`src/rtl/i2s_pkg.sv`:
```
// +-----------------------------------------------------------------------+
// | i2s_pkg : shared defaults and channel constants for the I2S receiver  |
// | rev 1.0                                                               |
// +-----------------------------------------------------------------------+
`default_nettype none

package i2s_pkg;

  localparam int   DEF_WIDTH       = 24;
  localparam int   DEF_SYNC_STAGES = 2;
  localparam logic CH_LEFT         = 1'b0;
  localparam logic CH_RIGHT        = 1'b1;

endpackage

`default_nettype wire

```
`src/rtl/i2s_sync_edge.sv`:
```
// +-----------------------------------------------------------------------+
// | i2s_sync_edge : multi-flop synchronizer with optional rise pulse      |
// | rev 1.0                                                               |
// +-----------------------------------------------------------------------+
`default_nettype none

module i2s_sync_edge #(
  parameter int STAGES  = 2,
  parameter bit EDGE_EN = 1'b0
) (
  input  logic clk,
  input  logic rst_n,
  input  logic din,
  output logic dout,
  output logic rise
);

  localparam int NS = (STAGES < 2) ? 2 : STAGES;

  logic [NS-1:0] chain;

  always_ff @(posedge clk) begin
    if (!rst_n) chain <= '0;
    else        chain <= {chain[NS-2:0], din};
  end

  assign dout = chain[NS-1];

  generate
    if (EDGE_EN) begin : g_edge
      logic dly;
      always_ff @(posedge clk) begin
        if (!rst_n) dly <= 1'b0;
        else        dly <= dout;
      end
      assign rise = dout & ~dly;
    end else begin : g_no_edge
      assign rise = 1'b0;
    end
  endgenerate

endmodule

`default_nettype wire

```
`src/rtl/i2s_rx.sv`:
```
// +-----------------------------------------------------------------------+
// | i2s_rx : I2S slave receiver, stereo pair out on a valid/ready hold    |
// | Optional: I2S_RX_OVF_COUNT_EN adds the ovf_count output.  rev 1.0     |
// +-----------------------------------------------------------------------+
`default_nettype none

module i2s_rx import i2s_pkg::*; #(
  parameter int WIDTH       = DEF_WIDTH,
  parameter int SYNC_STAGES = DEF_SYNC_STAGES
) (
  input  logic             clk,
  input  logic             rst_n,
  input  logic             i2s_sck,
  input  logic             i2s_ws,
  input  logic             i2s_sd,
  output logic [WIDTH-1:0] left_data,
  output logic [WIDTH-1:0] right_data,
  output logic             sample_valid,
  input  logic             sample_ready,
  output logic             overflow,
  input  logic             overflow_clr
`ifdef I2S_RX_OVF_COUNT_EN
  ,
  output logic [7:0]       ovf_count
`endif
);

  localparam int CW = $clog2(WIDTH + 1);

  logic sck_rise, sck_unused, ws_s, sd_s, ws_rise_unused, sd_rise_unused;

  i2s_sync_edge #(.STAGES(SYNC_STAGES), .EDGE_EN(1'b1)) u_sync_sck (
    .clk(clk), .rst_n(rst_n), .din(i2s_sck), .dout(sck_unused), .rise(sck_rise));
  i2s_sync_edge #(.STAGES(SYNC_STAGES), .EDGE_EN(1'b0)) u_sync_ws (
    .clk(clk), .rst_n(rst_n), .din(i2s_ws), .dout(ws_s), .rise(ws_rise_unused));
  i2s_sync_edge #(.STAGES(SYNC_STAGES), .EDGE_EN(1'b0)) u_sync_sd (
    .clk(clk), .rst_n(rst_n), .din(i2s_sd), .dout(sd_s), .rise(sd_rise_unused));

  logic [CW-1:0]    bit_cnt;
  logic [WIDTH-1:0] acc, acc_next, left_pend;
  logic             ws_prev, locked, left_ok;
  logic             ws_edge, commit_left, commit_right, new_pair, load, drop;

  // Bit position WIDTH-1-bit_cnt; once bit_cnt saturates no position matches.
  always_comb begin
    acc_next = acc;
    for (int i = 0; i < WIDTH; i++) begin
      if (int'(bit_cnt) == WIDTH - 1 - i) acc_next[i] = sd_s;
    end
  end

  assign ws_edge      = sck_rise & (ws_s != ws_prev);
  assign commit_left  = ws_edge & locked & (ws_prev == CH_LEFT);
  assign commit_right = ws_edge & locked & (ws_prev == CH_RIGHT);
  assign new_pair     = commit_right & left_ok;
  assign load         = new_pair & (~sample_valid | sample_ready);
  assign drop         = new_pair & sample_valid & ~sample_ready;

  always_ff @(posedge clk) begin
    if (!rst_n) begin
      ws_prev   <= 1'b0;
      bit_cnt   <= '0;
      acc       <= '0;
      locked    <= 1'b0;
      left_ok   <= 1'b0;
      left_pend <= '0;
    end else if (sck_rise) begin
      ws_prev <= ws_s;
      if (ws_edge) begin
        acc     <= '0;
        bit_cnt <= '0;
        locked  <= 1'b1;
      end else begin
        acc <= acc_next;
        if (bit_cnt < CW'(WIDTH)) bit_cnt <= bit_cnt + CW'(1);
      end
      if (commit_left) begin
        left_pend <= acc_next;
        left_ok   <= 1'b1;
      end
      if (commit_right) left_ok <= 1'b0;
    end
  end

  always_ff @(posedge clk) begin
    if (!rst_n) begin
      left_data    <= '0;
      right_data   <= '0;
      sample_valid <= 1'b0;
      overflow     <= 1'b0;
    end else begin
      if (load) begin
        left_data    <= left_pend;
        right_data   <= acc_next;
        sample_valid <= 1'b1;
      end else if (sample_valid && sample_ready) begin
        sample_valid <= 1'b0;
      end
      if (drop)              overflow <= 1'b1;
      else if (overflow_clr) overflow <= 1'b0;
    end
  end

`ifdef I2S_RX_OVF_COUNT_EN
  // A drop coinciding with a clear restarts the count at 1.
  always_ff @(posedge clk) begin
    if (!rst_n)                ovf_count <= 8'd0;
    else if (drop) begin
      if (overflow_clr)        ovf_count <= 8'd1;
      else if (ovf_count != 8'hFF) ovf_count <= ovf_count + 8'd1;
    end else if (overflow_clr) ovf_count <= 8'd0;
  end
`endif

endmodule

`default_nettype wire
```
`config.mk`:
```
export PLATFORM = sky130hd
export DESIGN_NAME = i2s_rx
export DESIGN_NICKNAME = d
export VERILOG_FILES = /design/src/rtl/i2s_pkg.sv /design/src/rtl/i2s_sync_edge.sv /design/src/rtl/i2s_rx.sv
export SDC_FILE = /design/constraint.sdc
export NUM_CORES = 1
export LEC_CHECK = 0
export BUFFER_PORTS_ARGS = -buffer_cell sky130_fd_sc_hd__clkbuf_2
export CELL_PAD_IN_SITES_DETAIL_PLACEMENT = 0
export CELL_PAD_IN_SITES_GLOBAL_PLACEMENT = 1
export CORE_MARGIN = 5
export CORE_UTILIZATION = 45
export CTS_CLUSTER_SIZE = 16
export DETAILED_ROUTE_END_ITERATION = 10
export PLACE_DENSITY = 0.84
export SETUP_SLACK_MARGIN = 0.02
export SKIP_LAST_GASP = 1
export SYNTH_ARGS = -nofsm -noshare
export SYNTH_HDL_FRONTEND = slang
export SYNTH_SLANG_ARGS = --single-unit
```
`constraint.sdc`:
```
create_clock -name clk -period 2.45 [get_ports clk]
set_clock_uncertainty 0.1 [all_clocks]
set_input_delay 0.3675 -clock clk [delete_from_list [all_inputs] [get_ports clk]]
set_output_delay 0.3675 -clock clk [all_outputs]
set_load 0.05 [all_outputs]
```
==> metrics, run 1 <==
gpl congestion ~0.83; critical path class register to register; largest net degree at the start of global routing 49; Layout Cells excl Fill 667; CP cell instances nor4bb_1, mux2i_1, a211oi_1; min Tclk post-route approximately 2.2 ns; Main synth FF type dfxtp_1; GRT Total Usage 19.8%; DR pass1 iterations 5; fin. max-slew vios 0; CP peak stage delay 0.91 ns; setup TNS 0 ns; post-synthesis simple-gate area fraction between 10% and 20%; Seq/Total Area, Yosys 47.9%; Routed Antenna Nets 0; CTS Buf Count 17; total number of vias 4,078; yosys warns 0; initial core utilization 46.0%; Top delay family on crit path flip-flops; maximum root-to-sink buffer count 2; final setup vio count 0; Register Area around 2300 sq um; max cap viols 0; P_leak 0.00192 uW; main combinational cell family by area after synthesis compound AO/OA/AOI/OAI gates; Hold Path Class primary input to register; synthesized cell area 4730 sq um; Fillers 962; worst slew pin tran just over 0.9 ns; Distinct cells, synth 40; row count 37; die area 12,700 sq um; Ports 57; first-pass GRT wire length between 20,000 and 25,000 um; Initial DRC Count 368; number of global-route vias before repair 3,870; CTS Hold Bufs 3; DRT Wirelength 12,600 um; commonest non-fill, non-tap cell in the layout dfxtp_1; Mapped Nets 495; power per cell area 737 nW/um^2; Area growth, synth to finish 20.3%; maximum vdd drop 0.591 mV; net switching power ~870 uW; xor/xnor share of the synthesized area less than 1%; DPL Wire Length 8050 um; post-synthesis compound-gate area fraction 26.5%; WL per Instance between 15 and 20 um; Reg power frac 44.3%; status finished, final reports clean; worst path bufs/invs 0; crit start category register; combinational share of power 2.5%; RSZ-0062 raised after global routing no; vias per cell 6.11; initial antenna violation count 0; clock share of power 53.2%; Fin. Hold Viols 0; Max FO, Critical Path 30; Final Cycle Share 88.1%; DIE WIDTH 112 um; flops & latches, synth between 100 and 150; Int Pwr 3320 uW; clock sink total 113; Critical Path RT approximately 2.7 ns; Max transition margin between 30% and 40%; Die Y around 110 um; gr ovfl total 0; CP arrival 2.42 ns; Port Buf Inserts 56; Worst-path clk slew 0.06 ns; multi-input logic area 2210 sq um; total power 4190 uW; synthesized instance count 483; CTS tree done; Max Clk Rate ~460 MHz; layout cell share with drive strength beyond 1 20.5%; Inst Count DP about 630; Post-synth ARST share 0%; drt drc 0; mux contribution to synthesized area 5.08%; Mapped Avg Cell Area approximately 10 sq um; root buffer cell clkbuf_8; Crit-path slowest cell dfxtp_1; Adder-Cell Fraction of Synth Area around 1.3%; Max H-tree Level 4; Sw Share 20.7%; most frequent cells in the layout 113 x dfxtp_1, 56 x clkbuf_2, 53 x a21oi_1; post-CTS resize count 0; Hold Worst Slack 0.0419 ns; Post-synth EDFFs 0; Worst setup EP type register; ant diodes 0; core area 10,300 sq um; post-CTS setup buffers 0; Nets between 500 and 600; Skew-Pair Late Insertion Delay 0.51 ns
-- state kept, by name (all words and copies together) (netlist names) --
name / cells
left_pend: 24
u_sync_sd.chain: 2
overflow: 1
right_data: 24
ws_prev: 1
locked: 1
acc: 24
bit_cnt: 5
u_sync_sck.g_edge.dly: 1
u_sync_sck.chain: 2
u_sync_ws.chain: 2
left_data: 24
sample_valid: 1
left_ok: 1
-- through the flow --
stage	worst slack, ns	cell area [sq um]	utilization (%)
finish	0.291	5690	55.3
detailed placement	0.329	5120	49.8
CTS	0.310	5690	55.3
floorplan	0.641	4730	-
global placement	0.375	5120	49.8
global route	0.155	5690	55.3
-- layer usage --
metal	up-vias	share of wire (%)	track usage, %	wire, um
met2	118	48	31.9	6070
met4	0	1.9	7.29	239
li1	1945	-	-	-
met1	1997	45	26.0	5620
met5	-	0	0	0
met3	18	5.1	4.80	639
-- synthesized netlist by cell type, types with 3 or more instances --
| cell type | count | area [sq um] |
|---|---|---|
| a211oi_1 | 49 | 368 |
| a21oi_1 | 53 | 265 |
| a31oi_1 | 25 | 156 |
| and2_1 | 9 | 56.3 |
| buf_1 | 3 | 11.3 |
| buf_2 | 24 | 120 |
| clkbuf_1 | 33 | 124 |
| dfxtp_1 | 113 | 2260 |
| ha_1 | 5 | 62.6 |
| inv_1 | 4 | 15.0 |
| mux2i_1 | 24 | 240 |
| nand2_1 | 11 | 41.3 |
| nand2b_1 | 3 | 18.8 |
| nand3_1 | 4 | 20.0 |
| nand4_1 | 26 | 163 |
| nand4b_1 | 7 | 61.3 |
| nor2_1 | 4 | 15.0 |
| nor4b_1 | 4 | 35.0 |
| nor4bb_1 | 14 | 140 |
| o2bb2ai_1 | 23 | 201 |
| o31ai_1 | 24 | 180 |
-- area by class of cell --
class | instances | area share (%)
tap | 136 | 2.99
multi-input combinational | 303 | 38.9
inverter | 5 | 0.330
clock inverter | 5 | 0.924
clock buffer | 26 | 8.58
sequential | 113 | 39.8
timing repair buffer | 79 | 8.53
-- tightest hold or removal path: stages --
cell and delay (ns):
clkbuf_2 0.08, inv_1 0.04, a32oi_1 0.05, nor2_1 0.08
-- final timing paths --
kind,cells after the start,slack [ns],end,start
worst max register to register,3,0.29,left_pend[15],bit_cnt[3]
worst min register to register,1,0.33,u_sync_sd.chain[1],u_sync_sd.chain[0]
worst min-delay path,4,0.04,overflow,overflow_clr
worst max-delay path,3,0.29,left_pend[15],bit_cnt[3]
-- power groups by stage --
stage	clock, uW	combinational (uW)	sequential (uW)
final	2230	104	1860
after floorplan	0	65.7	1890
after CTS	2250	103	1860
after global routing	2350	112	1860
after global placement	0	97.3	1890
after detailed placement	0	99.0	1900
-- cells by family (layout without fill, tap and decap cells) --
logic type,after synthesis,in the layout
AOI/OAI and AO/OA,184,184
DFF,113,113
and+or+nand+nor,89,89
buffers and inverters,67,115
muxes,24,24
adders and majority gates,5,5
xor gates and xnor gates,1,1
Note: power is estimated with default switching activity, not from simulation.
==> inputs of run 2 (changes only) <==
--- a/config.mk
+++ b/config.mk
@@ -13,7 +13,7 @@
 export CTS_CLUSTER_SIZE = 16
 export DETAILED_ROUTE_END_ITERATION = 10
 export PLACE_DENSITY = 0.84
-export SETUP_SLACK_MARGIN = 0.02
+export SETUP_SLACK_MARGIN = 0.4
 export SKIP_LAST_GASP = 1
 export SYNTH_ARGS = -nofsm -noshare
 export SYNTH_HDL_FRONTEND = slang
==> constraint.sdc (replaced) <==
create_clock -name clk -period 2.45 [get_ports clk]
set_clock_uncertainty 0.1 [all_clocks]
set_input_delay 0.3675 -clock clk [delete_from_list [all_inputs] [get_ports clk]]
set_output_delay 0.3675 -clock clk [all_outputs]
set_load 0.02 [all_outputs]
==> run 2 against run 1 <==
Effect of this change: total power down 0.13%; combinational power about the same; setup slack better by 0.22 ns; cell count up 0.60%; sequential power about the same; hold slack better by 0.0016 ns; via count about the same.
==> metrics, run 2 (same netlist as run 1, synthesis figures left out) <==
first-pass GRT wire length 20,400 um (unchanged); Area growth, synth to finish 21.3%; stages on the worst setup path 5 (+2); Hold Path Class primary input to register; setup TNS 0 ns (unchanged); Final Cell Area 5730 sq um (+0.81%); total number of vias 4,077 (-0.025%); initial antenna violation count 0 (unchanged); DRT Wirelength 12,600 um (+0.12%); Max H-tree Level 4 (unchanged); maximum vdd drop 0.591 mV (about the same); CTS tree done; Crit-path slowest cell nor4b_1; placed inst area 5120 sq um (unchanged); maximum root-to-sink buffer count 2 (unchanged); core area 10,300 sq um (unchanged); layout cell share with drive strength beyond 1 22.1% (+1.5 points); largest net degree at the start of global routing 49 (unchanged); most frequent cells in the layout 110 x dfxtp_1, 56 x clkbuf_2, 53 x a21oi_1; Max transition margin 63.3% (+24 points); fin. max-slew vios 0 (unchanged); crit path from bit_cnt[0]; CTS Buf Count 17 (unchanged); WL per Instance 18.8 um (-0.48%); row count 37 (unchanged); DR pass1 iterations 6 (+1); FF-to-FF End right_data[21]; RSZ-0062 raised after global routing yes; final setup vio count 0 (unchanged); DPL Wire Length 8050 um (unchanged); CP arrival 2.20 ns (-0.22 ns); max cap viols 0 (unchanged); GRT Total Usage 19.8% (unchanged); number of global-route vias before repair 3,870 (unchanged); commonest non-fill, non-tap cell in the layout dfxtp_1; Hold Worst Slack 0.0435 ns (+0.00161 ns); Nets 535 (+0.75%); worst path bufs/invs 1 (+1); Worst-path clk slew 0.05 ns (about the same); min Tclk post-route 1.93 ns (-0.224 ns); status finished, final reports clean; die area 12,700 sq um (unchanged); Max FO, Critical Path 6 (-80%); P_leak 0.00194 uW (+0.96%); Top delay family on crit path simple AND/OR/NAND/NOR gates; Routed Antenna Nets 0 (unchanged); Port Buf Inserts 56 (unchanged); CP cell instances inv_1, ha_1, nor4b_1, mux2i_1, a211oi_1; crit start category register; Fin. Hold Viols 0 (unchanged); gr ovfl total 0 (unchanged); R2R setup slack 0.52 ns (+0.22 ns); worst r2r path cells 5 (+2); root buffer cell clkbuf_8; Critical Path RT 2.72 ns (about the same); Skew-Pair Late Insertion Delay 0.50 ns (about the same); ant diodes 0 (unchanged); power per cell area 730 nW/um^2 (-0.94%); crit path to right_data[21]; drt drc 0 (unchanged); vias per cell 6.08 (-0.62%); Max Clk Rate 517 MHz (+12%); worst slew pin tran 0.548 ns (-0.357 ns); Die Y 112 um (unchanged); CP peak stage delay 0.43 ns (-0.48 ns); gpl congestion 0.832 (unchanged); Final Cycle Share 79.0% (-9.1 points); DIE WIDTH 112 um (unchanged); Worst setup EP type register; Initial DRC Count 399 (+8.4%); Ports 57 (unchanged); Fillers 959 (-0.31%); critical path class register to register; initial core utilization 46.0% (unchanged); clock sink total 113 (unchanged); FF-to-FF Start bit_cnt[0]
-- run 2: cell types whose count changed in the layout (fill, tap and decap cells not counted) --
cell,delta
buf_4,+4
dfxtp_1,-3
dfxtp_2,+3
nor4bb_1,-2
nor4bb_2,+2
-- run 2: area by class of cell --
| type | instances | area (sq um) | area share (%) |
|---|---|---|---|
| well taps | 136 | 170 | 2.97 |
| clock inverters | 5 | 52.6 | 0.916 |
| repair buffers | 83 | 515 | 8.99 |
| clock buffers | 26 | 488 | 8.51 |
| multi-input cells | 303 | 2220 | 38.8 |
| flip-flops and latches | 113 | 2270 | 39.5 |
| inverters | 5 | 18.8 | 0.327 |
-- run 2: power by group --
group / internal [uW] / switching [uW]
Clock: 1440 / 784
Sequential: 1850 / 9.67
Combinational: 35.8 / 68.4
Total: 3320 / 862
-- run 2: through the flow --
stage	worst slack [ns]	total power (uW)	util, %	std cells
finish	0.515	4190	55.8	671
global route	0.362	4320	55.8	671
CTS	0.471	4210	55.4	667
detailed placement	0.329	1990	49.8	633
global placement	0.375	1990	49.8	633
floorplan	0.739	1960	-	483
-- run 2: how the worst min path moves through the flow --
stage	start	endpoint	slack (ns)	cells after the start
2_1_floorplan	u_sync_sck.chain[0]	u_sync_sck.chain[1]	0.31	1
6_report	overflow_clr	overflow	0.04	4
4_1_cts	overflow_clr	overflow	0.03	4
3_3_place_gp	u_sync_sck.chain[0]	u_sync_sck.chain[1]	0.32	1
5_1_grt	overflow_clr	overflow	0.08	4
3_5_place_dp	u_sync_ws.chain[0]	u_sync_ws.chain[1]	0.32	1
-- run 2: timing repair --
action,CTS,global route
setup buffers,0,4
hold endpoints to repair,3,0
gates resized for setup,2,3
endpoints found under the setup margin,14,18
hold buffers,3,0
-- run 2: layer usage --
| layer | wire length, um | up-vias | global-route usage, % | part of all wire, % |
|---|---|---|---|---|
| met3 | 738 | 21 | 4.80 | 5.9 |
| met5 | 0 | - | 0 | 0 |
| met1 | 5540 | 1980 | 26.0 | 44 |
| met4 | 263 | 0 | 7.29 | 2.1 |
| met2 | 6050 | 132 | 31.9 | 48 |
| li1 | - | 1944 | - | - |
-- run 2: tightest hold or removal path, cell delays in order --
cell      delay (ns)
clkbuf_2        0.08
inv_1           0.04
a32oi_1         0.05
nor2_1          0.08
==> inputs of run 3 (changes only) <==
==> constraint.sdc (replaced) <==
create_clock -name clk -period 1.9 [get_ports clk]
set_clock_uncertainty 0.1 [all_clocks]
set_input_delay 0.285 -clock clk [delete_from_list [all_inputs] [get_ports clk]]
set_output_delay 0.285 -clock clk [all_outputs]
set_load 0.02 [all_outputs]
==> run 3 against run 2 <==
Effect of this change: register-to-register slack worse by 0.29 ns; critical path type unchanged; cell count up 6.9%; wire length up 31%; die area unchanged; non-clock buffer count up 45; sequential share of layout area down 8.2 points; setup slack worse by 0.29 ns; critical path depth up 1; combinational power up 100%; via count up 10%; maximum frequency up 16%.
==> metrics, run 3 (same netlist as run 1, synthesis figures left out) <==
CP cell instances ha_4, buf_6, nor4bb_4, mux2i_1, buf_4, a211oi_2; most frequent cells in the layout 102 x dfxtp_1, 55 x clkbuf_2, 46 x a21oi_1; gr ovfl total 0 (unchanged); status finished, final reports clean; Fin. Hold Viols 0 (unchanged); CTS Buf Count 17 (unchanged); Skew-Pair Late Insertion Delay 0.52 ns (+0.02 ns); die area 12,700 sq um (unchanged); Register Area 2290 sq um (+1.1%); Finished Core Util 71.2% (+15 points); maximum vdd drop 0.674 mV (+14%); CP peak stage delay 0.42 ns (about the same); Max transition margin 75.8% (+13 points); Die Y 112 um (unchanged); Hold Path Class primary input to register; Top delay family on crit path flip-flops; RSZ-0062 raised after global routing yes; Port Buf Inserts 56 (unchanged); DR pass1 iterations 5 (-1); Ports 57 (unchanged); min Tclk post-route 1.67 ns (-0.260 ns); max cap viols 0 (unchanged); fin. max-slew vios 0 (unchanged); total number of vias 4,490 (+10%); P_leak 0.00237 uW (+22%); Initial DRC Count 367 (-8.0%); first-pass GRT wire length 23,100 um (+14%); largest net degree at the start of global routing 57 (+16%); CTS tree done; worst slew pin tran 0.363 ns (-0.185 ns); clock sink total 113 (unchanged); initial antenna violation count 0 (unchanged); number of global-route vias before repair 4,347 (+12%); Layout Cells excl Fill 717 (+6.9%); Fillers 704 (-27%); Worst setup EP type register; multi-input logic area 3010 sq um (+35%); Worst-path clk slew 0.06 ns (about the same); layout cell share with drive strength beyond 1 46.6% (+25 points); gpl congestion 0.819 (-1.6%); maximum root-to-sink buffer count 2 (unchanged); Max H-tree Level 4 (unchanged); DPL Wire Length 7800 um (-3.2%); Crit-path slowest cell dfxtp_4; setup TNS 0 ns (unchanged); ant diodes 0 (unchanged); Critical Path RT 2.19 ns (-0.53 ns); CP arrival 1.97 ns (-0.23 ns); critical path class register to register; power per cell area 808 nW/um^2 (+11%); GRT Total Usage 22.8% (+2.9 points); initial core utilization 46.0% (unchanged); DRT Wirelength 16,500 um (+31%); Nets 580 (+8.4%); crit start category register; DIE WIDTH 112 um (unchanged); Max FO, Critical Path 7 (+1); root buffer cell clkbuf_8; core area 10,300 sq um (unchanged); total power 5910 uW (+41%); worst path bufs/invs 2 (+1); Final Cycle Share 88.1% (+9.2 points); row count 37 (unchanged); Inst Count DP 643 (+1.6%); R2R setup slack 0.23 ns (-0.29 ns); Max Clk Rate 597 MHz (+16%); drt drc 0 (unchanged); final setup vio count 0 (unchanged); Routed Antenna Nets 0 (unchanged); Area growth, synth to finish 54.8%; WL per Instance 23.0 um (+22%); vias per cell 6.26 (+3.1%); commonest non-fill, non-tap cell in the layout dfxtp_1
## run 3: worst paths after layout
check / endpoint / cells after the start / startpoint
setup / recovery: left_pend[16] / 6 / bit_cnt[0]
hold / removal: sample_valid / 5 / sample_ready
hold reg to reg: u_sync_ws.chain[1] / 1 / u_sync_ws.chain[0]
setup reg to reg: left_pend[16] / 6 / bit_cnt[0]
## run 3: layout make-up
type / count / area share (%)
Multi-Input combinational cell: 303 / 41.1
Sequential cell: 113 / 31.3
Timing Repair Buffer: 128 / 16.6
Clock buffer: 19 / 5.76
Clock inverter: 13 / 2.55
Tap cell: 136 / 2.33
Inverter: 5 / 0.359
## run 3: stage by stage
step / setup slack [ns] / hold slack [ns] / cell area [sq um]
after floorplan: 0.336 / 0.312 / 4840
after global placement: 0.0176 / 0.316 / 5350
after detailed placement: -0.00370 / 0.319 / 5350
after CTS: 0.271 / 0.182 / 6540
after global routing: 0.170 / 0.262 / 7320
final: 0.225 / 0.202 / 7320
## run 3: worst reg2reg max path, stage by stage (launching register included)
cell and delay (ns):
dfxtp_4 0.42, ha_4 0.22, buf_6 0.12, nor4bb_4 0.20, mux2i_1 0.27, buf_4 0.16, a211oi_2 0.06
## run 3: power breakdown
part | switching, uW | internal (uW)
clock | 1170 | 2130
sequential | 17.2 | 2380
combinational | 121 | 91.0
## run 3: metal layers
layer	routed length [um]	share of wire (%)	global-route usage (%)	vias up
met5	0	0	0	-
met4	364	2.2	8.81	0
met3	890	5.4	5.28	32
met2	8440	51	37.9	178
met1	6780	41	28.6	2233
li1	-	-	-	2047
## run 3: what timing repair did
item / 4_1_cts / 5_1_grt
resized for setup: 81 / 88
cloned: 5 / 8
setup endpoints to repair: 97 / 96
hold endpoints to repair: 5 / 0
hold buffers: 6 / 0
setup buffers: 11 / 12
pin swaps: 28 / 32
